===== config.mk =====
export PLATFORM = sky130hd
export DESIGN_NAME = nfc_link_ctrl
export DESIGN_NICKNAME = d
export VERILOG_FILES = /design/src/rtl/nfc_link_ctrl.sv
export SDC_FILE = /design/constraint.sdc
export NUM_CORES = 1
export LEC_CHECK = 0
export CAP_MARGIN = 20
export CORE_MARGIN = 2
export CORE_UTILIZATION = 45
export CTS_CLUSTER_SIZE = 16
export DETAILED_ROUTE_END_ITERATION = 16
export PLACE_DENSITY_LB_ADDON = 0.05
export SLEW_MARGIN = 10
export SYNTH_ARGS = -nofsm -noshare
export SYNTH_HDL_FRONTEND = slang
export SYNTH_SLANG_ARGS = --single-unit

===== constraint.sdc =====
create_clock -name clk -period 3.76 [get_ports clk]
set_clock_uncertainty 0.1 [all_clocks]
set_input_delay 1.128 -clock clk [delete_from_list [all_inputs] [get_ports clk]]
set_output_delay 1.128 -clock clk [all_outputs]
set_load 0.02 [all_outputs]

===== src/rtl/nfc_link_ctrl.sv =====
// Half-duplex NFC link controller: round-robin arbitration, Manchester framing, guard gap.
// Far-end capture is built only when NFC_LINK_CAPTURE_EN is defined.
module nfc_link_ctrl #(
  parameter int unsigned BIT_CYCLES   = 128,
  parameter int unsigned FRAME_BITS   = 16,
  parameter int unsigned GUARD_CYCLES = 256
) (
  input  logic                               clk,
  input  logic                               rst,
  input  logic                               tx_req,
  input  logic [FRAME_BITS-1:0]              tx_data,
  input  logic [$clog2(FRAME_BITS+1)-1:0]    tx_len,
  input  logic                               rx_req,
  input  logic [FRAME_BITS-1:0]              rx_data,
  input  logic [$clog2(FRAME_BITS+1)-1:0]    rx_len,
  input  logic                               tx_recv,
  input  logic                               rx_recv,
  output logic                               tx_send,
  output logic                               rx_send,
  output logic                               tx_ack,
  output logic                               rx_ack,
  output logic                               tx_done,
  output logic                               rx_done,
  output logic                               busy,
  output logic [FRAME_BITS-1:0]              cap_data,
  output logic                               cap_valid,
  output logic                               cap_match
);

  localparam int unsigned LW = $clog2(FRAME_BITS + 1);
  localparam int unsigned CW = $clog2(BIT_CYCLES);
  localparam int unsigned GW = $clog2(GUARD_CYCLES + 1);

  localparam logic [LW-1:0] LenMax    = LW'(FRAME_BITS);
  localparam logic [CW-1:0] CycHalf   = CW'(BIT_CYCLES / 2);
  localparam logic [CW-1:0] CycLast   = CW'(BIT_CYCLES - 1);
  localparam logic [GW-1:0] GuardLast = GW'(GUARD_CYCLES - 1);

  typedef enum logic [1:0] {StIdle, StSend, StGuard} state_e;

  state_e                state_q, state_d;
  logic [CW-1:0]         cyc_q, cyc_d;
  logic [LW-1:0]         idx_q, idx_d;
  logic [GW-1:0]         gcnt_q, gcnt_d;
  logic                  grant_rx_q, grant_rx_d;
  logic                  last_rx_q, last_rx_d;
  logic [FRAME_BITS-1:0] data_q, data_d;
  logic [LW-1:0]         len_q, len_d;

  logic tx_send_q, tx_send_d, rx_send_q, rx_send_d;
  logic tx_ack_q, tx_ack_d, rx_ack_q, rx_ack_d;
  logic tx_done_q, tx_done_d, rx_done_q, rx_done_d;
  logic busy_q, busy_d;

  logic                  rx_sel;
  logic [LW-1:0]         len_sel;
  logic [FRAME_BITS-1:0] shifted;
  logic                  mod_d;

  always_comb begin
    state_d    = state_q;
    cyc_d      = cyc_q;
    idx_d      = idx_q;
    gcnt_d     = gcnt_q;
    grant_rx_d = grant_rx_q;
    last_rx_d  = last_rx_q;
    data_d     = data_q;
    len_d      = len_q;
    tx_ack_d   = 1'b0;
    rx_ack_d   = 1'b0;
    tx_done_d  = 1'b0;
    rx_done_d  = 1'b0;

    // With both requesting, the side not served last time wins.
    rx_sel  = rx_req && (!tx_req || !last_rx_q);
    len_sel = rx_sel ? rx_len : tx_len;

    unique case (state_q)
      StIdle: begin
        if (tx_req || rx_req) begin
          state_d    = StSend;
          grant_rx_d = rx_sel;
          last_rx_d  = rx_sel;
          data_d     = rx_sel ? rx_data : tx_data;
          len_d      = (len_sel > LenMax) ? LenMax : len_sel;
          idx_d      = len_d - LW'(1);
          cyc_d      = '0;
          tx_ack_d   = !rx_sel;
          rx_ack_d   = rx_sel;
        end
      end
      StSend: begin
        if (len_q == '0 || (cyc_q == CycLast && idx_q == '0)) begin
          state_d   = StGuard;
          gcnt_d    = '0;
          cyc_d     = '0;
          tx_done_d = !grant_rx_q;
          rx_done_d = grant_rx_q;
        end else if (cyc_q == CycLast) begin
          cyc_d = '0;
          idx_d = idx_q - LW'(1);
        end else begin
          cyc_d = cyc_q + CW'(1);
        end
      end
      StGuard: begin
        if (gcnt_q == GuardLast) begin
          state_d = StIdle;
        end else begin
          gcnt_d = gcnt_q + GW'(1);
        end
      end
      default: state_d = StIdle;
    endcase

    // Outputs are derived from next-state values so the registered drive lines up with state.
    shifted = data_d >> idx_d;
    mod_d   = 1'b0;
    if (state_d == StSend && len_d != '0) begin
      mod_d = (cyc_d < CycHalf) ? shifted[0] : ~shifted[0];
    end
    tx_send_d = mod_d & ~grant_rx_d;
    rx_send_d = mod_d & grant_rx_d;
    busy_d    = (state_d != StIdle);
  end

  always_ff @(posedge clk) begin
    if (rst) begin
      state_q    <= StIdle;
      cyc_q      <= '0;
      idx_q      <= '0;
      gcnt_q     <= '0;
      grant_rx_q <= 1'b0;
      last_rx_q  <= 1'b1;
      data_q     <= '0;
      len_q      <= '0;
      tx_send_q  <= 1'b0;
      rx_send_q  <= 1'b0;
      tx_ack_q   <= 1'b0;
      rx_ack_q   <= 1'b0;
      tx_done_q  <= 1'b0;
      rx_done_q  <= 1'b0;
      busy_q     <= 1'b0;
    end else begin
      state_q    <= state_d;
      cyc_q      <= cyc_d;
      idx_q      <= idx_d;
      gcnt_q     <= gcnt_d;
      grant_rx_q <= grant_rx_d;
      last_rx_q  <= last_rx_d;
      data_q     <= data_d;
      len_q      <= len_d;
      tx_send_q  <= tx_send_d;
      rx_send_q  <= rx_send_d;
      tx_ack_q   <= tx_ack_d;
      rx_ack_q   <= rx_ack_d;
      tx_done_q  <= tx_done_d;
      rx_done_q  <= rx_done_d;
      busy_q     <= busy_d;
    end
  end

  assign tx_send = tx_send_q;
  assign rx_send = rx_send_q;
  assign tx_ack  = tx_ack_q;
  assign rx_ack  = rx_ack_q;
  assign tx_done = tx_done_q;
  assign rx_done = rx_done_q;
  assign busy    = busy_q;

`ifdef NFC_LINK_CAPTURE_EN
  localparam logic [CW-1:0] CycQuarter = CW'(BIT_CYCLES / 4);

  logic [FRAME_BITS-1:0] cap_q, cap_d, len_mask;
  logic                  cap_valid_q, cap_match_q, cap_match_d;
  logic                  far_bit, cap_start, frame_end;

  always_comb begin
    cap_d       = cap_q;
    cap_match_d = cap_match_q;
    cap_start   = (state_q == StIdle) && (tx_req || rx_req);
    frame_end   = tx_done_d | rx_done_d;
    far_bit     = grant_rx_q ? tx_recv : rx_recv;
    len_mask    = ~({FRAME_BITS{1'b1}} << len_q);
    if (cap_start) begin
      cap_d = '0;
    end else if (state_q == StSend && len_q != '0 && cyc_q == CycQuarter) begin
      // Sample a quarter bit in, safely inside the first Manchester half.
      cap_d = (cap_q << 1) | FRAME_BITS'(far_bit);
    end
    if (frame_end) begin
      cap_match_d = (cap_q == (data_q & len_mask));
    end
  end

  always_ff @(posedge clk) begin
    if (rst) begin
      cap_q       <= '0;
      cap_valid_q <= 1'b0;
      cap_match_q <= 1'b0;
    end else begin
      cap_q       <= cap_d;
      cap_valid_q <= frame_end;
      cap_match_q <= cap_match_d;
    end
  end

  assign cap_data  = cap_q;
  assign cap_valid = cap_valid_q;
  assign cap_match = cap_match_q;
`else
  logic unused_recv;
  assign unused_recv = tx_recv ^ rx_recv;
  assign cap_data    = '0;
  assign cap_valid   = 1'b0;
  assign cap_match   = 1'b0;
`endif

endmodule

==> results of run 1 <==
## layout make-up
type                            count  share of cell area (%)
Clock inverter                      1                  0.1896
Clock buffer                        7                   1.927
Multi-Input combinational cell    285                   47.99
Timing Repair Buffer               87                   20.28
Inverter                            4                  0.3791
Tap cell                           77                   2.433
Sequential cell                    53                   26.79
## logic make-up (layout without fill, tap and decap cells)
group	Yosys count	in the layout	synth area share, %
AOI/OAI and AO/OA	61	61	13.68
xor gates and xnor gates	9	9	2.612
adders and majority gates	6	6	2.487
buffers and inverters	38	99	7.255
DFF	53	53	35.16
muxes	33	33	11.57
other	1	18	0.1243
and+or+nand+nor	158	158	27.11
## worst min-delay path by stage
stage	slack, ns	from	depth (start not counted)	to
6_report	0.37	grant_rx_q$_SDFF_PP0_	1	tx_done$_SDFF_PP0_
3_5_place_dp	0.35	grant_rx_q$_SDFF_PP0_	1	tx_done$_SDFF_PP0_
4_1_cts	0.37	grant_rx_q$_SDFF_PP0_	1	tx_done$_SDFF_PP0_
5_1_grt	0.41	grant_rx_q$_SDFF_PP0_	1	tx_done$_SDFF_PP0_
2_1_floorplan	0.32	grant_rx_q$_SDFF_PP0_	1	tx_done$_SDFF_PP0_
3_3_place_gp	0.34	grant_rx_q$_SDFF_PP0_	1	tx_done$_SDFF_PP0_
## repair_timing
| item | 4_1_cts | 5_1_grt |
|---|---|---|
| pin swaps | 6 | 8 |
| cloned | 0 | 0 |
| resized for setup | 9 | 19 |
| endpoints found under the setup margin | 2 | 2 |
| setup buffers | 9 | 0 |
## cell usage after synthesis, types with 3 or more instances
master / n
nor2_1: 68
dfxtp_1: 53
a21oi_1: 30
mux2i_1: 24
nand2_1: 21
buf_4: 18
nor3_1: 18
clkbuf_1: 9
nor2b_1: 8
o21ai_0: 8
buf_2: 7
xor2_1: 7
ha_1: 6
mux2_1: 6
nand4_1: 6
nand3_1: 5
nor3b_1: 5
inv_1: 4
or3_1: 4
a311o_1: 3
a31oi_1: 3
and3_1: 3
nand2b_1: 3
## power by group through the flow
stage | clock network [W] | registers, W | logic (W)
after detailed placement | 0 | 0.000676 | 0.000645
final | 0.000313 | 0.000663 | 0.000688
after global routing | 0.000343 | 0.000671 | 0.000763
after CTS | 0.000325 | 0.000664 | 0.000673
after floorplan | 0 | 0.000669 | 0.000453
after global placement | 0 | 0.000675 | 0.000638
## per-layer routing
metal	track usage [%]	vias up	part of all wire (%)
met4	4.762	0	0.51
met1	23.06	1253	45
met5	0	-	0
li1	-	1382	-
met3	2.887	2	3.0
met2	34.74	55	51
## worst register-to-register path, cell delays in order, from the launching register on
cell      delay [ns]
dfxtp_1         0.45
inv_1           0.11
ha_1            0.19
nor4b_4         0.15
nor3_1          0.14
buf_4           0.14
a311oi_4        0.10
nor3_4          0.41
buf_4           0.22
mux2_1          0.33
nand3_1         0.10
o311ai_2        0.11
o22ai_2         0.20
mux2_4          0.32
## state kept, by name, summed over array words and instances (netlist names)
signal and count:
data_q 16, gcnt_q 9, cyc_q 7, idx_q 5, len_q 5, state_q 2
busy 1, grant_rx_q 1, last_rx_q 1, rx_ack 1, rx_done 1, rx_send 1
tx_ack 1, tx_done 1, tx_send 1
## through the flow
stage | cells | power [W] | worst slack [ns]
floorplan | 376 | 0.001122 | 0.006234
global placement | 497 | 0.001312 | -0.5478
detailed placement | 497 | 0.001322 | -0.5820
CTS | 514 | 0.001661 | 0.005929
global route | 514 | 0.001777 | -0.02500
finish | 514 | 0.001665 | 0.1091
==> run_results.csv, run 1 <==
group,metric,value,unit
placed_design,numPortBuffers,52,
grt,grt_use_total,18.97,%
power,power.share.clock,18.8,%
detailed_routing,dr_total_vias,2692,
setup_path,crit_family,"compound AO/OA/AOI/OAI gates",
logic_synthesis,yosysTopAreaCell,"dfxtp_1",
detailed_routing,antenna_left,0,
timing,period_needed,3.651,ns
setup_path,critical_path.endpoint_type,"flop",
cells_and_area,fill_cells,588,
logic_synthesis,synth_cell_types,55,
setup_path,crit_type,"primary input to flop",
power,power_density,420.3,nW/µm²
cts,h-tree-depth,2,
floorplan,die_y,85.89,µm
timing,fmax,273.9,MHz
placed_design,dp_hpwl,4875,µm
cells_and_area,multi_input_area,1901,µm²
flow_run,drv_cap,0,
detailed_routing,routedWlPerCell,12.86,µm
setup_path,cp_common_cell,"nor3_2",
run_status,status,"finished, violations left",
timing,holdWs,0.3679,ns
placed_design,gp_congestion,0.8419,
detailed_routing,drt_pre_antenna_iters,11,
grt,grt_start_max_net_pins,43,
setup_path,cp.buffers_inverters,1,
min_path,hold_path_class,"flop to flop",
logic_synthesis,synth_top_area_share,35.16,%
cells_and_area,fin_util,61.66,%
cells_and_area,final_common_cell,"nor2_1",
setup_path,regToRegEndpoint,"rx_send$_SDFF_PP0_",
cts,cts_tree,"yes",
detailed_routing,drtIter0Drc,102,
setup_path,reg2reg_setup_slack,0.60,ns
cts,clk_latency,0.30,ns
timing,worstMarginPinSlew,0.5509,ns
setup_path,cp_slowest_stage_delay,0.36,ns
setup_path,r2r_cells,13,
power,p_int,0.001084,W
timing,setup_viol,0,
setup_path,critPathLaunchType,"primary input",
cells_and_area,mostFrequentLayoutCells,"nor2_1 (68), dfxtp_1 (53), clkdlybuf4s50_1 (46)",
floorplan,rows,29,
power,peakVddDrop,0.1926,mV
setup_path,crit_chain,"buf_8, a21boi_4, mux2i_4, nand2_2, ha_4, nor3_2, a21oi_1, nor2_1, a221oi_4, nor3_2, a311o_1, o22ai_2, mux2_4",
placed_design,place_area,3721,µm²
setup_path,cp-startpoint,"tx_req",
floorplan,fp.dieW,85.89,µm
power,p_comb_share,41.3,%
setup_path,critPathArrivalTime,3.75,ns
cells_and_area,diodes,0,
setup_path,critPathSlowestCell,"a311o_1",
setup_path,crit_fanout,6,
logic_synthesis,yosysSeqAreaShare,35.16,%
cts,cts_sinks,53,
detailed_routing,drc,3,
timing,drv_slew,0,
cells_and_area,stdcell_area,3960,µm²
logic_synthesis,ys_warn_count,0,
grt,grt_pass1_wl,11410,µm
cts,clockRootBuffer,"clkbuf_8",
logic_synthesis,synthFlopType,"dfxtp_1",
logic_synthesis,synth_edf_count,0,
setup_path,crit_end,"rx_send$_SDFF_PP0_",
floorplan,core_region_area,6422,µm²
floorplan,dieArea,7377,µm²
setup_path,rr_startpoint,"idx_q[1]$_SDFF_PP0_",
power,seqPwrFrac,39.8,%
setup_path,cp_num_cells,13,
grt,grt_remaining_overflow,0,
timing,relSlewSlack,62.88,%
logic_synthesis,ys_async_sr_fraction,0,%
floorplan,ios,73,
timing,min_period_over_period,97.10,%
power,netSwitchingFraction,34.87,%
cells_and_area,nNetsFinal,490,
setup_path,cp_data_required_time,3.86,ns
detailed_routing,viasPerCell,5.237,
timing,fin_setup_tns,0,ns
logic_synthesis,ys_ff_latch,53,
cts,cts_hold_buffers,0,
grt,antenna_found_initial,0,
cts,clock_path_buffers,2,
logic_synthesis,syn_area_per_cell,8.406,µm²
timing,hold_viol_final,0,
logic_synthesis,syn_inst,359,
floorplan,start_util,46.99,%
logic_synthesis,synthTopCellsByArea,"dfxtp_1 (35%), nor2_1 (8.5%), mux2i_1 (8.0%), a21oi_1 (5.0%), buf_4 (4.5%)",
run_status,violations,"DRC",
cells_and_area,area_growth,31.22,%
power,p_sw,0.0005804,W
cells_and_area,seqCellArea,1061,µm²
power,p_leak,1.584,nW
cts,path_clk_slew,0.09,ns
cells_and_area,drive_gt1_share,17.16,%
detailed_routing,wl,6608,µm
grt,first_global_vias,2621,
timing,rsz0062_at_grt,"true",
cts,cts_buffers,5,
logic_synthesis,netlist_area,3018,µm²
(Power assumes the default switching activity.)
==> run 2: changes to the inputs <==
--- a/config.mk
+++ b/config.mk
@@ -11,6 +11,7 @@
 export CTS_CLUSTER_SIZE = 16
 export DETAILED_ROUTE_END_ITERATION = 16
 export PLACE_DENSITY_LB_ADDON = 0.05
+export SKIP_LAST_GASP = 1
 export SLEW_MARGIN = 10
 export SYNTH_ARGS = -nofsm -noshare
 export SYNTH_HDL_FRONTEND = slang
==> run 2 against run 1 <==
The run still ends with DRC left. Final cell count did not move. Total power barely moved. Routed wire length about the same. Fmax about the same. Critical path depth did not move. Count of clock-buffer cells in the layout unchanged. Critical endpoint unchanged. Highest routed layer unchanged.
==> run_results.csv, run 2 (synthesized netlist as in run 1, its figures left out) <==
group,metric,value,unit
timing,drv_slew,0,
cells_and_area,diodes,0,
grt,grt_remaining_overflow,0,
grt,grt_pass1_wl,11410,µm
grt,antenna_found_initial,0,
cells_and_area,mostFrequentLayoutCells,"nor2_1 (68), dfxtp_1 (53), clkdlybuf4s50_1 (46)",
placed_design,numPortBuffers,52,
floorplan,dieArea,7377,µm²
power,peakVddDrop,0.1926,mV
grt,globalRouteMet1Util,23.06,%
setup_path,critPathLaunchType,"primary input",
grt,grt_use_total,18.97,%
min_path,hold_depth,1,
detailed_routing,drt_pre_antenna_iters,11,
detailed_routing,antenna_left,0,
floorplan,ios,73,
min_path,hold_path_class,"flop to flop",
grt,grt_util_met3,2.887,%
grt,global_route.usage.met2,34.74,%
floorplan,fp.dieW,85.89,µm
cts,clockRootBuffer,"clkbuf_8",
cells_and_area,final_common_cell,"nor2_1",
placed_design,gp_congestion,0.8419,
placed_design,pre_cts_slack,-0.5820,ns
cells_and_area,largest_reg_flops,16,
detailed_routing,routedWlPerCell,12.86,µm
timing,setup_ws,0.1098,ns
detailed_routing,viasPerCell,5.237,
detailed_routing,dr_total_vias,2692,
flow_run,drv_cap,0,
cells_and_area,largest_register,"data_q",
timing,fmax,274.0,MHz
cts,path_clk_slew,0.09,ns
cts,h-tree-depth,2,
cts,cts_tree,"yes",
min_path,min_to,"tx_done$_SDFF_PP0_",
floorplan,rows,29,
power,p_leak,1.583,nW
cells_and_area,top_regs,"data_q: 16 flops, gcnt_q: 9 flops, cyc_q: 7 flops",
timing,relSlewSlack,62.88,%
cells_and_area,area_growth,31.09,%
cts,cts_buffers,5,
floorplan,start_util,46.99,%
detailed_routing,drc,3,
timing,hold_viol_final,0,
setup_path,crit_fanout,6,
cells_and_area,nNetsFinal,490,
timing,holdWs,0.3679,ns
setup_path,reg2reg_setup_slack,0.60,ns
run_status,violations,"DRC",
timing,setup_viol,0,
placed_design,dp_cells,497,
setup_path,crit_type,"primary input to flop",
timing,period_needed,3.650,ns
cts,clock_path_buffers,2,
cells_and_area,final_cells,514,
floorplan,die_y,85.89,µm
timing,min_period_over_period,97.08,%
cts,clk_latency,0.30,ns
floorplan,core_region_area,6422,µm²
cells_and_area,drive_gt1_share,17.16,%
setup_path,critical_path.endpoint_type,"flop",
cts,cts_sinks,53,
setup_path,rr_startpoint,"idx_q[1]$_SDFF_PP0_",
grt,grt_start_max_net_pins,43,
setup_path,regToRegEndpoint,"rx_send$_SDFF_PP0_",
detailed_routing,wl,6610,µm
min_path,hp-start,"grant_rx_q$_SDFF_PP0_",
placed_design,dp_hpwl,4875,µm
setup_path,r2r_cells,13,
grt,grt_most_used_layer,"met2",
setup_path,cp_data_required_time,3.86,ns
detailed_routing,drtIter0Drc,102,
timing,worstMarginPinSlew,0.5509,ns
run_status,status,"finished, violations left",
power,power_density,420.6,nW/µm²
grt,first_global_vias,2621,
setup_path,critPathArrivalTime,3.75,ns
timing,rsz0062_at_grt,"true",
-- run 2: cell counts in the layout (fill, tap and decap cells not counted) --
Identical to the previous run, type by type.
-- run 2: worst max-delay path, stage by stage --
cell	delay [ns]
buf_6	0.10
a21boi_4	0.29
mux2i_4	0.30
nand2_2	0.10
ha_4	0.27
nor3_2	0.03
a21oi_1	0.13
nor2_1	0.08
a221oi_4	0.33
nor3_2	0.08
a311o_1	0.36
o22ai_2	0.22
mux2_4	0.32
-- run 2: worst max path at each step --
stage            from                  to  slack (ns)
6_report       tx_req  rx_send$_SDFF_PP0_        0.11
5_1_grt        tx_req  rx_send$_SDFF_PP0_       -0.03
4_1_cts        tx_req  rx_send$_SDFF_PP0_       0.006
3_5_place_dp   rx_req  rx_send$_SDFF_PP0_       -0.58
3_3_place_gp   rx_req  tx_send$_SDFF_PP0_       -0.55
2_1_floorplan  rx_req  rx_send$_SDFF_PP0_       0.006
-- run 2: repair_timing --
item                       4_1_cts  5_1_grt
setup endpoints to repair        2        2
hold buffers                     0        0
pin swaps                        6        8
gates resized for setup          9       18
buffers inserted                 9        0
-- run 2: power by group --
part / leakage [nW] / internal [W] / switching (W)
logic: 1.11 / 0.000333 / 0.000354
clock network: 0.0385 / 0.000132 / 0.000181
registers: 0.434 / 0.000618 / 0.0000451
-- run 2: metrics by stage --
step           total power [W]  util [%]  instance area, µm²  TNS [ns]
4_1_cts               0.001661     60.71                3899         0
5_1_grt               0.001777     61.60                3956  -0.04015
6_report              0.001664     61.60                3956         0
3_3_place_gp          0.001312     57.94                3721    -1.095
3_5_place_dp          0.001322     57.94                3721    -1.147
2_1_floorplan         0.001122         -                3126         0
-- run 2: final cells by class --
cell class                      count  area (µm²)
Clock inverter                      1       7.507
Multi-Input combinational cell    285        1901
Sequential cell                    53        1061
Clock buffer                        7       76.32
Tap cell                           77       96.34
Inverter                            4       15.01
Fill cell                         590        2466
Timing Repair Buffer               87       799.5
-- run 2: metal layers --
| layer | up-vias | routed length, µm |
|---|---|---|
| li1 | 1382 | - |
| met1 | 1253 | 2992 |
| met2 | 55 | 3388 |
| met3 | 2 | 195 |
| met4 | 0 | 34 |
| met5 | - | 0 |
==> run 3: changes to the inputs <==
--- a/config.mk
+++ b/config.mk
@@ -11,7 +11,6 @@
 export CTS_CLUSTER_SIZE = 16
 export DETAILED_ROUTE_END_ITERATION = 16
 export PLACE_DENSITY_LB_ADDON = 0.05
-export SKIP_LAST_GASP = 1
 export SLEW_MARGIN = 10
 export SYNTH_ARGS = -nofsm -noshare
 export SYNTH_HDL_FRONTEND = slang
==> results of run 3 <==
Same layout as run 1: the final DEF is identical, and so are final timing and power.
